<file path="config.mk">
export PLATFORM = sky130hd
export DESIGN_NAME = seq_divider12
export DESIGN_NICKNAME = d
export VERILOG_FILES = /design/src/rtl/seq_divider12.sv
export SDC_FILE = /design/constraint.sdc
export NUM_CORES = 1
export LEC_CHECK = 0
export ABC_AREA = 1
export BUFFER_PORTS_ARGS = -buffer_cell sky130_fd_sc_hd__buf_2
export CAP_MARGIN = 20
export CORE_MARGIN = 1
export CORE_UTILIZATION = 30
export DETAILED_ROUTE_END_ITERATION = 16
export RECOVER_POWER = 50
export SLEW_MARGIN = 20
export SYNTH_ARGS = -nofsm -noshare
export SYNTH_HDL_FRONTEND = slang
export SYNTH_SLANG_ARGS = --single-unit
</file>
<file path="constraint.sdc">
create_clock -name clk -period 7 [get_ports clk]
set_clock_uncertainty 0.2 [all_clocks]
set_input_delay 0.35 -clock clk [delete_from_list [all_inputs] [get_ports clk]]
set_output_delay 0.35 -clock clk [all_outputs]
set_load 0.01 [all_outputs]
</file>
<file path="src/rtl/seq_divider12.sv">
// seq_divider12 -- iterative restoring divider, one quotient bit per clock.
//
// This is the divide path of the arithmetic unit and sits beside the Vedic
// multiplier. It works on unsigned WIDTH-bit operands. Each RUN step makes a
// trial subtraction (rem + ~divisor + 1) on a WIDTH+1-bit ripple chain of
// full-adder cells. The carry out of the chain is the new quotient bit. When
// the carry is 0, the subtraction borrowed and the shifted remainder is kept
// (restoring division).
//
// Ports
//   clk          in   1      rising-edge clock
//   rst          in   1      synchronous, active-high reset
//   start        in   1      request, sampled only in IDLE or DONE
//   dividend     in   WIDTH  numerator, captured on the accepted start edge
//   divisor      in   WIDTH  denominator, captured on the accepted start edge
//   busy         out  1      high while RUN is iterating
//   done         out  1      one-cycle pulse, results valid from here on
//   quotient     out  WIDTH  floor(dividend/divisor), or all ones on /0
//   remainder    out  WIDTH  dividend mod divisor, or the dividend on /0
//   div_by_zero  out  1      set with done when the captured divisor was 0
module seq_divider12 #(
  parameter int WIDTH = 12
) (
  input  logic             clk,
  input  logic             rst,
  input  logic             start,
  input  logic [WIDTH-1:0] dividend,
  input  logic [WIDTH-1:0] divisor,
  output logic             busy,
  output logic             done,
  output logic [WIDTH-1:0] quotient,
  output logic [WIDTH-1:0] remainder,
  output logic             div_by_zero
);

  localparam int CNT_W = $clog2(WIDTH);
  localparam logic [CNT_W-1:0] CNT_LOAD = CNT_W'(WIDTH - 1);

  typedef enum logic [1:0] {
    S_IDLE,
    S_RUN,
    S_DONE
  } state_t;

  state_t           r_state;
  state_t           w_next_state;
  logic             w_busy;
  logic             w_done;
  logic             w_accept;

  logic [WIDTH-1:0] r_rem;
  logic [WIDTH-1:0] r_q;
  logic [CNT_W-1:0] r_cnt;
  logic [WIDTH-1:0] r_divisor;
  logic [WIDTH-1:0] r_quotient;
  logic [WIDTH-1:0] r_remainder;
  logic             r_div_by_zero;

  // The trial subtraction is built from these signals.
  // w_a is {rem,q} shifted left by one, keeping only the top WIDTH+1 bits.
  // w_b is the complement of the zero-extended divisor.
  logic [WIDTH:0]   w_a;
  logic [WIDTH:0]   w_b;
  logic [WIDTH+1:0] w_carry;
  logic [WIDTH-1:0] w_trial;
  logic             w_no_borrow;
  logic [WIDTH-1:0] w_rem_next;
  logic [WIDTH-1:0] w_q_next;

  assign w_a        = {r_rem, r_q[WIDTH-1]};
  assign w_b        = ~{1'b0, r_divisor};
  assign w_carry[0] = 1'b1;

  // This is a ripple chain of full-adder cells. The top cell only produces
  // the carry. Its sum bit is never needed, because a non-borrowing trial is
  // always smaller than the divisor.
  for (genvar i = 0; i <= WIDTH; i++) begin : g_fa
    assign w_carry[i+1] = (w_a[i] & w_b[i]) | (w_carry[i] & (w_a[i] ^ w_b[i]));
    if (i < WIDTH) begin : g_sum
      assign w_trial[i] = w_a[i] ^ w_b[i] ^ w_carry[i];
    end
  end

  // A carry out of the top cell means the subtraction did not borrow.
  assign w_no_borrow = w_carry[WIDTH+1];
  // On a borrow, the shifted remainder fits in WIDTH bits: it is smaller than the divisor.
  assign w_rem_next  = w_no_borrow ? w_trial : w_a[WIDTH-1:0];
  assign w_q_next    = {r_q[WIDTH-2:0], w_no_borrow};

  assign w_accept = start && ((r_state == S_IDLE) || (r_state == S_DONE));

  always_ff @(posedge clk) begin
    if (rst) begin
      r_state <= S_IDLE;
    end else begin
      r_state <= w_next_state;
    end
  end

  always_comb begin
    w_next_state = r_state;
    w_busy       = 1'b0;
    w_done       = 1'b0;
    case (r_state)
      S_IDLE: begin
        if (start) begin
          w_next_state = (divisor == '0) ? S_DONE : S_RUN;
        end
      end
      S_RUN: begin
        w_busy = 1'b1;
        if (r_cnt == '0) begin
          w_next_state = S_DONE;
        end
      end
      S_DONE: begin
        w_done = 1'b1;
        if (start) begin
          w_next_state = (divisor == '0) ? S_DONE : S_RUN;
        end else begin
          w_next_state = S_IDLE;
        end
      end
      default: w_next_state = S_IDLE;
    endcase
  end

  always_ff @(posedge clk) begin
    if (rst) begin
      r_rem         <= '0;
      r_q           <= '0;
      r_cnt         <= '0;
      r_divisor     <= '0;
      r_quotient    <= '0;
      r_remainder   <= '0;
      r_div_by_zero <= 1'b0;
    end else if (w_accept) begin
      r_divisor <= divisor;
      if (divisor == '0) begin
        // For divide-by-zero, the result is delivered directly on the start edge.
        r_quotient    <= '1;
        r_remainder   <= dividend;
        r_div_by_zero <= 1'b1;
      end else begin
        r_rem <= '0;
        r_q   <= dividend;
        r_cnt <= CNT_LOAD;
      end
    end else if (r_state == S_RUN) begin
      r_rem <= w_rem_next;
      r_q   <= w_q_next;
      r_cnt <= r_cnt - CNT_W'(1);
      // The visible outputs change only on the final step, which enters DONE.
      if (r_cnt == '0) begin
        r_quotient    <= w_q_next;
        r_remainder   <= w_rem_next;
        r_div_by_zero <= 1'b0;
      end
    end
  end

  assign busy        = w_busy;
  assign done        = w_done;
  assign quotient    = r_quotient;
  assign remainder   = r_remainder;
  assign div_by_zero = r_div_by_zero;

endmodule
</file>
==> impl_metrics.toml, run 1 <==
[status]
status = "complete, but fails checks"
violations = "capacitance limit, slew limit"

[synth]
syn_area_per_cell_um2 = 7.51
synth_top_family_by_area = "simple AND/OR/NAND/NOR gates"
muxShareOfSynthArea = 0
syn_inst = 444
yosysWarningCount = 0
synth_xor_area_frac = 0
ys_ff_latch = 67
synth_ff_type = "dfxtp_1"
synthMostInstantiatedCell = "nand2_1"
ys_seq_area_frac = 0.402
synth_top_cell_by_area = "dfxtp_1"
syn_nets = 484
synth_top_area_frac = 0.402
async_reset_ff_frac = 0
synth-edff-count = 0
synth-simple-area-share = 0.300
synth.distinct_cells = 27
synth_area_um2 = 3330
synthAdderAreaFrac = 0.0736
synthTopCellsByCount = "nand2_1 (90), dfxtp_1 (67), nand3_1 (65), a21oi_1 (54), nor2_1 (38)"
synth_area_leaders = "dfxtp_1 (40%), nand2_1 (10%), nand3_1 (9.8%)"
synth-compound-area-share = 0.126

[pwr]
swShare = 0.326
p_int_uw = 681
clockPowerShare = 0.310
p_seq_frac = 0.438
power.leakage_nw = 1.51
peakVddDrop_v = 0.0000893
switchingPower_uw = 329
combPwrFrac = 0.253
p_per_area_nw_per_um2 = 272

[timing]
tightest_slew_ns = 1.90
post-route-period-util = 0.864
totalNegativeSetupSlack_ns = 0
worst_slack_ns = 0.955
finalSetupViolations = 0
relSlewSlack = -0.267
max_freq_mhz = 165
holdWs_ns = 0.0819
finalMaxSlewViolations = 143
rsz0062_at_grt = "no"
hold_violations = 0
finalCriticalPeriod_ns = 6.05

[clock_network]
clockBufferDepth = 2
cts_resized = 0
path_clk_slew_ns = 0.07
insertion_delay_ns = 0.35
cts_made_buffers = 9
ctsHtreeMaxLevel = 3
clkSinkCount = 67
cts_tree = "done"
postCtsHoldBufs = 0
cts_setup_buffers = 0
ctsRootBufferMaster = "clkbuf_8"

[routing]
viasPerCell = 4.85
routed_wl_um = 8570
drc_errors = 0
vias = 3037
dr.pass1.iters = 5
detail_route.wl_per_cell_um = 13.7
ant_nets = 0
drtIter0Drc = 218

[floorplan]
ios = 54
dieHeight_um = 107
core_um2 = 10800
die-area_um2 = 11500
die_w_um = 107
initial_core_util = 0.307
rows = 38

[place]
gp_congestion = 0.867
portBuffers = 53
preCtsSetupSlack_ns = 1.17
place_area_um2 = 3590
hpwl_um = 5860

[finish]
area_growth_pct = 11.4
finish.utilization = 0.342
fin_nets = 521
drive_above_1_share = 0.101
antenna-diode-count = 0
design_area_um2 = 3710

[critical_path]
critical_path_peak_fanout = 13
critPathKind = "flop to flop"
startpoint_type = "flop"
end_kind = "flop"
arrival_ns = 6.10
cp.required_ns = 7.06

[min_path]
hold_path_class = "primary input to flop"

[global_route]
grt_pass1_wl_um = 14100
antenna_found_initial = 0
grtUsageTotal = 0.157
grt_overflow_total = 0
first_global_vias = 2738
grt_max_degree = 55

[run]
drv_cap = 3
## layer usage
layer	GRT usage	wire length [µm]
met5	0	0
met4	0.0519	121
met3	0.0406	589
met2	0.235	3680
met1	0.218	4180
## final timing paths
path | start | end | slack, ns | cells past startpoint
setup / recovery | r_q[11]$_SDFFE_PP0P_ | remainder[8]$_SDFFE_PP0P_ | 0.95 | 20
hold / removal | divisor[8] | r_divisor[8]$_SDFFE_PP0P_ | 0.08 | 3
setup reg to reg | r_q[11]$_SDFFE_PP0P_ | remainder[8]$_SDFFE_PP0P_ | 0.95 | 20
hold reg to reg | quotient[5]$_SDFFE_PP0P_ | quotient[5]$_SDFFE_PP0P_ | 0.25 | 2
## cell usage in the layout (no fill, tap or decap)
master	instances
inv_2	2
or2_2	2
nand3_1	66
a31oi_1	1
inv_1	36
and2_0	1
bufinv_16	1
nor2_1	39
clkbuf_1	31
nand3b_1	10
clkbuf_8	10
ha_1	2
o21bai_2	1
clkinv_2	1
fa_1	11
nand2_1	92
clkinvlp_2	1
dfxtp_1	67
nand2_2	2
nand2_4	2
nor2_2	1
a21oi_1	54
o21ai_0	25
o21bai_1	1
nand4_1	1
buf_2	26
## critical path, stage by stage (launching register included)
cell      delay [ns]
dfxtp_1         0.36
inv_1           0.05
ha_1            0.21
fa_1            0.38
fa_1            0.40
fa_1            0.40
fa_1            0.40
fa_1            0.40
fa_1            0.39
fa_1            0.39
fa_1            0.38
inv_1           0.09
fa_1            0.19
fa_1            0.19
inv_1           0.06
fa_1            0.37
nand2_1         0.36
nand3b_1        0.16
nand3_1         0.23
nand3_1         0.11
a21oi_1         0.23
## area by class of cell
cell class | count | area, µm²
clock buffer | 14 | 153
clock inverter | 2 | 35.0
fill | 1196 | 7130
inverter | 39 | 148
multi-input combinational | 311 | 1630
sequential | 67 | 1340
tap | 140 | 175
timing repair buffer | 53 | 231
## stage by stage
| step | power, mW | std cells |
|---|---|---|
| after floorplan | 0.645 | 444 |
| after global placement | 0.704 | 610 |
| after detailed placement | 0.709 | 610 |
| after CTS | 1.02 | 626 |
| after global routing | 1.08 | 626 |
| final | 1.01 | 626 |
## state kept, by name (all words and copies together) (netlist names)
name and count:
r_rem 12, r_divisor 12, r_q 12, div_by_zero 1
r_cnt 4, quotient 12, r_state 2, remainder 12
## logic make-up after synthesis
group,Yosys count
buffers and inverters,66
flip-flops,67
adder cells (fa/ha/maj),13
AND/OR/NAND/NOR,216
AO/OA/AOI/OAI,82
## power by group through the flow
stage | sequential, mW | clock [mW] | combinational (mW)
after floorplan | 0.452 | 0 | 0.193
after global placement | 0.449 | 0 | 0.255
after detailed placement | 0.450 | 0 | 0.259
after CTS | 0.442 | 0.319 | 0.261
after global routing | 0.447 | 0.343 | 0.291
final | 0.442 | 0.313 | 0.255
(Power assumes the default switching activity.)
==> run 2: changes to the inputs <==
- HOLD_SLACK_MARGIN: not set -> 0.15
==> run 2 against run 1 <==
  * The run still ends with capacitance limit, slew limit left
  * Maximum frequency shrank 0.32%
  * Setup slack lost 0.020 ns
  * Highest routed layer unchanged
  * Core utilization grew 1.1 points
  * Flip-flop and latch count is the same
==> impl_metrics.toml, run 2 (same netlist as run 1, synthesis figures left out) <==
[clock_network]
cts_made_buffers = 9
ctsHtreeMaxLevel = 3
clkSinkCount = 67
cts_tree = "done"
postCtsHoldBufs = 12
path_clk_slew_ns = 0.07
insertion_delay_ns = 0.35
clockBufferDepth = 2
cts_resized = 0
ctsRootBufferMaster = "clkbuf_8"
cts_setup_buffers = 0

[critical_path]
r2r_end = "remainder[4]$_SDFFE_PP0P_"
arrival_ns = 6.01
critical_path_peak_fanout = 54
startpoint_type = "flop"
end_kind = "flop"
critPathKind = "flop to flop"
reg2reg_from = "r_state[0]$_SDFFE_PP0P_"
r2r_cells = 7
rrSetupSlack_ns = 0.94
cp.required_ns = 6.94

[floorplan]
ios = 54
die-area_um2 = 11500
core_um2 = 10800
dieHeight_um = 107
initial_core_util = 0.307
die_w_um = 107
rows = 38

[global_route]
first_global_vias = 2777
grt_max_degree = 55
grt_overflow_total = 0
antenna_found_initial = 0
grtUsageTotal = 0.158
grt_pass1_wl_um = 14200

[pwr]
clockPowerShare = 0.308
power.leakage_nw = 1.56
peakVddDrop_v = 0.0000898
swShare = 0.326
p_seq_frac = 0.435
p_int_uw = 685
combPwrFrac = 0.257
switchingPower_uw = 331
p_per_area_nw_per_um2 = 265

[finish]
area_growth_pct = 15.0
final_cell_mix = "nand2_1 (92), dfxtp_1 (67), nand3_1 (66), a21oi_1 (54), nor2_1 (39)"
multi_input_area_um2 = 1630
fillers = 1193
fin_nets = 533
drive_above_1_share = 0.0984
final_common_cell = "nand2_1"
antenna-diode-count = 0
register_area_um2 = 1340

[routing]
wl_met2_um = 3840
highest_layer = "met4"
vias = 3081
wl_met3_um = 689
ant_nets = 0
drc_errors = 0
wl_met1_um = 4060
viasPerCell = 4.83
drtIter0Drc = 195
routed_wl_um = 8700
detail_route.wl_per_cell_um = 13.6
dr.pass1.iters = 5

[min_path]
holdPathStages = 5
hold_start = "dividend[9]"
min_to = "r_q[9]$_SDFFE_PP0P_"
hold_path_class = "primary input to flop"

[timing]
relSlewSlack = -0.280
finalSetupViolations = 0
finalCriticalPeriod_ns = 6.06
finalMaxSlewViolations = 143
rsz0062_at_grt = "no"
hold_violations = 0
totalNegativeSetupSlack_ns = 0
max_freq_mhz = 165
tightest_slew_ns = 1.92
post-route-period-util = 0.866
worst_slack_ns = 0.935

[status]
status = "complete, but fails checks"
violations = "capacitance limit, slew limit"

[place]
portBuffers = 53
gp_congestion = 0.867
hpwl_um = 5860
preCtsSetupSlack_ns = 1.17

[run]
drv_cap = 3
## run 2: changes by cell type in the layout (fill, tap and decap cells not counted), sizes merged
cell | previous run | this run
dlygate4sd3 | 0 | 12
## run 2: metal layers
metal,vias up,GRT usage
met5,-,0
met4,0,0.0519
met3,10,0.0406
met2,107,0.240
met1,1417,0.216
li1,1547,-
## run 2: final cells by class
| type | instances | share of cell area |
|---|---|---|
| multi-input cells | 311 | 0.425 |
| flip-flops and latches | 67 | 0.350 |
| repair buffers | 65 | 0.0917 |
| well taps | 140 | 0.0457 |
| clock buffers | 14 | 0.0398 |
| inverters | 39 | 0.0385 |
| clock inverters | 2 | 0.00914 |
## run 2: per-stage QoR
step	hold slack (ns)	std cells	utilization	area [µm²]	power, mW
after floorplan	0.245	444	-	3330	0.645
after global placement	0.239	610	0.332	3590	0.704
after detailed placement	0.240	610	0.332	3590	0.709
after CTS	0.208	638	0.360	3900	1.03
after global routing	0.223	638	0.354	3830	1.09
final	0.212	638	0.354	3830	1.02
## run 2: worst max-delay path, cell delays in order, from the launching register on
cell and delay [ns]:
dfxtp_1 0.34, inv_2 0.04, nand2_1 1.24, clkinvlp_2 1.47
nand2_1 1.59, nand2_2 0.64, nand2_1 0.21, a21oi_1 0.08
## run 2: worst max path at each step
stage | from | end | slack (ns)
after floorplan | r_q[11]$_SDFFE_PP0P_ | remainder[10]$_SDFFE_PP0P_ | 1.70
after global placement | r_q[11]$_SDFFE_PP0P_ | remainder[9]$_SDFFE_PP0P_ | 1.36
after detailed placement | r_q[11]$_SDFFE_PP0P_ | remainder[8]$_SDFFE_PP0P_ | 1.17
after CTS | r_q[11]$_SDFFE_PP0P_ | remainder[8]$_SDFFE_PP0P_ | 1.12
after global routing | r_state[0]$_SDFFE_PP0P_ | remainder[6]$_SDFFE_PP0P_ | 0.40
final | r_state[0]$_SDFFE_PP0P_ | remainder[4]$_SDFFE_PP0P_ | 0.94
## run 2: power groups by stage
stage                     registers [mW]  clock network, mW  logic [mW]
after floorplan                    0.452                  0       0.193
after global placement             0.449                  0       0.255
after detailed placement           0.450                  0       0.259
after CTS                          0.442              0.319       0.265
after global routing               0.447              0.343       0.296
final                              0.442              0.313       0.261
==> run 3: changes to the inputs <==
- PLACE_DENSITY_LB_ADDON: not set -> 0.3
==> run 3 against run 2 <==
  * The flow still finishes with violations (capacitance limit, slew limit)
  * Wire length increased by 2.1%
  * Register-to-register slack improved by 0.20 ns
  * Sequential share of layout area decreased by 0.26 points
  * Clock-buffer cell count fell by 4
  * Die area did not move
  * Largest power group unchanged
  * Core utilization rose by 0.27 points
  * Critical path depth is 13 higher
  * Critical path type unchanged
  * Cell count is the same
==> impl_metrics.toml, run 3 (same netlist as run 1, synthesis figures left out) <==
[status]
status = "complete, but fails checks"
violations = "capacitance limit, slew limit"

[critical_path]
r2r_end = "remainder[9]$_SDFFE_PP0P_"
timing.critical_path.cells = "inv_1 > ha_1 > fa_1 > fa_1 > fa_1 > fa_1 > fa_1 > fa_1 > fa_1 > fa_1 > inv_1 > fa_1 > fa_1 > inv_1 > fa_1 > nand2_1 > nand3_1 > nand3_1 > nand3_1 > a21oi_1"
critPathKind = "flop to flop"
arrival_ns = 5.94
critical-path-slowest-cell = "fa_1"
crit_top_cell = "fa_1"
rrSetupSlack_ns = 1.14
reg2reg_from = "r_q[11]$_SDFFE_PP0P_"
slowest_delay_ns = 0.40
startpoint_type = "flop"
r2r_cells = 20
cp.required_ns = 7.08
critical_path_peak_fanout = 13
end_kind = "flop"

[floorplan]
ios = 54
rows = 38
core_um2 = 10800
initial_core_util = 0.307
die-area_um2 = 11500
dieHeight_um = 107
die_w_um = 107

[pwr]
switchingPower_uw = 349
p_per_area_nw_per_um2 = 268
clockPowerShare = 0.320
peakVddDrop_v = 0.0000935
power.leakage_nw = 1.57
p_int_uw = 685
combPwrFrac = 0.252
swShare = 0.337
p_seq_frac = 0.428

[routing]
drc_errors = 0
vias = 3048
routed_wl_um = 8880
drtIter0Drc = 187
dr.pass1.iters = 5
detail_route.wl_per_cell_um = 13.9
viasPerCell = 4.78
ant_nets = 0

[timing]
max_freq_mhz = 171
totalNegativeSetupSlack_ns = 0
finalMaxSlewViolations = 55
tightest_slew_ns = 1.76
worst_slack_ns = 1.14
post-route-period-util = 0.837
hold_violations = 0
finalSetupViolations = 0
rsz0062_at_grt = "no"
relSlewSlack = -0.178
finalCriticalPeriod_ns = 5.86

[clock_network]
clockBufferDepth = 2
insertion_delay_ns = 0.35
ctsRootBufferMaster = "clkbuf_8"
ctsHtreeMaxLevel = 3
path_clk_slew_ns = 0.08
clkSinkCount = 67
cts_tree = "done"
cts_resized = 0
cts_made_buffers = 9

[place]
portBuffers = 53
preCtsSetupSlack_ns = 1.21
gp_congestion = 0.833
place_area_um2 = 3590
hpwl_um = 6050

[min_path]
hold_start = "dividend[10]"
min_to = "r_q[10]$_SDFFE_PP0P_"
holdPathStages = 5
hold_path_class = "primary input to flop"

[global_route]
grtUsageTotal = 0.163
grt_overflow_total = 0
antenna_found_initial = 0
grt_max_degree = 55
grt_pass1_wl_um = 14400
first_global_vias = 2795

[finish]
area_growth_pct = 15.8
fin_nets = 533
drive_above_1_share = 0.108
final_common_cell = "nand2_1"
final_cell_mix = "nand2_1 (92), dfxtp_1 (67), nand3_1 (65), a21oi_1 (54), nor2_1 (39)"
design_area_um2 = 3860
antenna-diode-count = 0

[run]
drv_cap = 1
[run 3: changes by cell type in the layout (fill, tap and decap cells not counted), sizes merged]
| cell | before | now |
|---|---|---|
| clkbuf | 41 | 36 |
| clkinv | 1 | 5 |
| buf | 26 | 27 |
| clkinvlp | 1 | 2 |
| inv | 38 | 37 |
[run 3: power groups by stage]
stage	sequential, mW	clock, mW	combinational [mW]
after CTS	0.443	0.338	0.267
after detailed placement	0.451	0	0.261
after global routing	0.447	0.358	0.296
after global placement	0.450	0	0.253
after floorplan	0.452	0	0.193
final	0.442	0.331	0.260
[run 3: layout make-up]
type,count,area [µm²]
Clock buffer,10,138
Fill cell,1217,6980
Clock inverter,6,65.1
Sequential cell,67,1340
Timing Repair Buffer,65,353
Inverter,39,148
Tap cell,140,175
Multi-Input combinational cell,311,1640
[run 3: critical path, delay by kind of cell (launching register included)]
family | cells | cell delay [ns]
adder cells (fa/ha/maj) | 12 | 4.06
AND/OR/NAND/NOR | 4 | 0.85
flip-flops | 1 | 0.35
buffers and inverters | 3 | 0.18
AO/OA/AOI/OAI | 1 | 0.16
[run 3: metrics by stage]
stage,hold slack (ns),total power [mW],utilization,std cells
floorplan,0.245,0.645,-,444
global placement,0.236,0.703,0.332,610
detailed placement,0.240,0.712,0.332,610
CTS,0.194,1.05,0.361,638
global route,0.236,1.10,0.356,638
finish,0.201,1.03,0.356,638
[run 3: layer usage]
layer	GRT usage	up-vias	part of all wire	routed length [µm]
met5	0	-	0	0
met4	0.0724	0	0.019	166
met3	0.0278	13	0.046	407
met2	0.252	81	0.45	3990
met1	0.223	1413	0.49	4310
li1	-	1541	-	-
[run 3: worst max path at each step]
stage	slack, ns	start	end
final	1.14	r_q[11]$_SDFFE_PP0P_	remainder[9]$_SDFFE_PP0P_
after floorplan	1.70	r_q[11]$_SDFFE_PP0P_	remainder[10]$_SDFFE_PP0P_
after global routing	0.80	r_q[11]$_SDFFE_PP0P_	remainder[7]$_SDFFE_PP0P_
after CTS	1.20	r_q[11]$_SDFFE_PP0P_	remainder[6]$_SDFFE_PP0P_
after detailed placement	1.21	r_q[11]$_SDFFE_PP0P_	remainder[6]$_SDFFE_PP0P_
after global placement	1.39	r_q[11]$_SDFFE_PP0P_	remainder[5]$_SDFFE_PP0P_
[run 3: repair_timing]
item | in CTS | in global routing
buffers inserted | 0 | 0
hold endpoints to repair | 12 | 0
hold buffers | 12 | 0
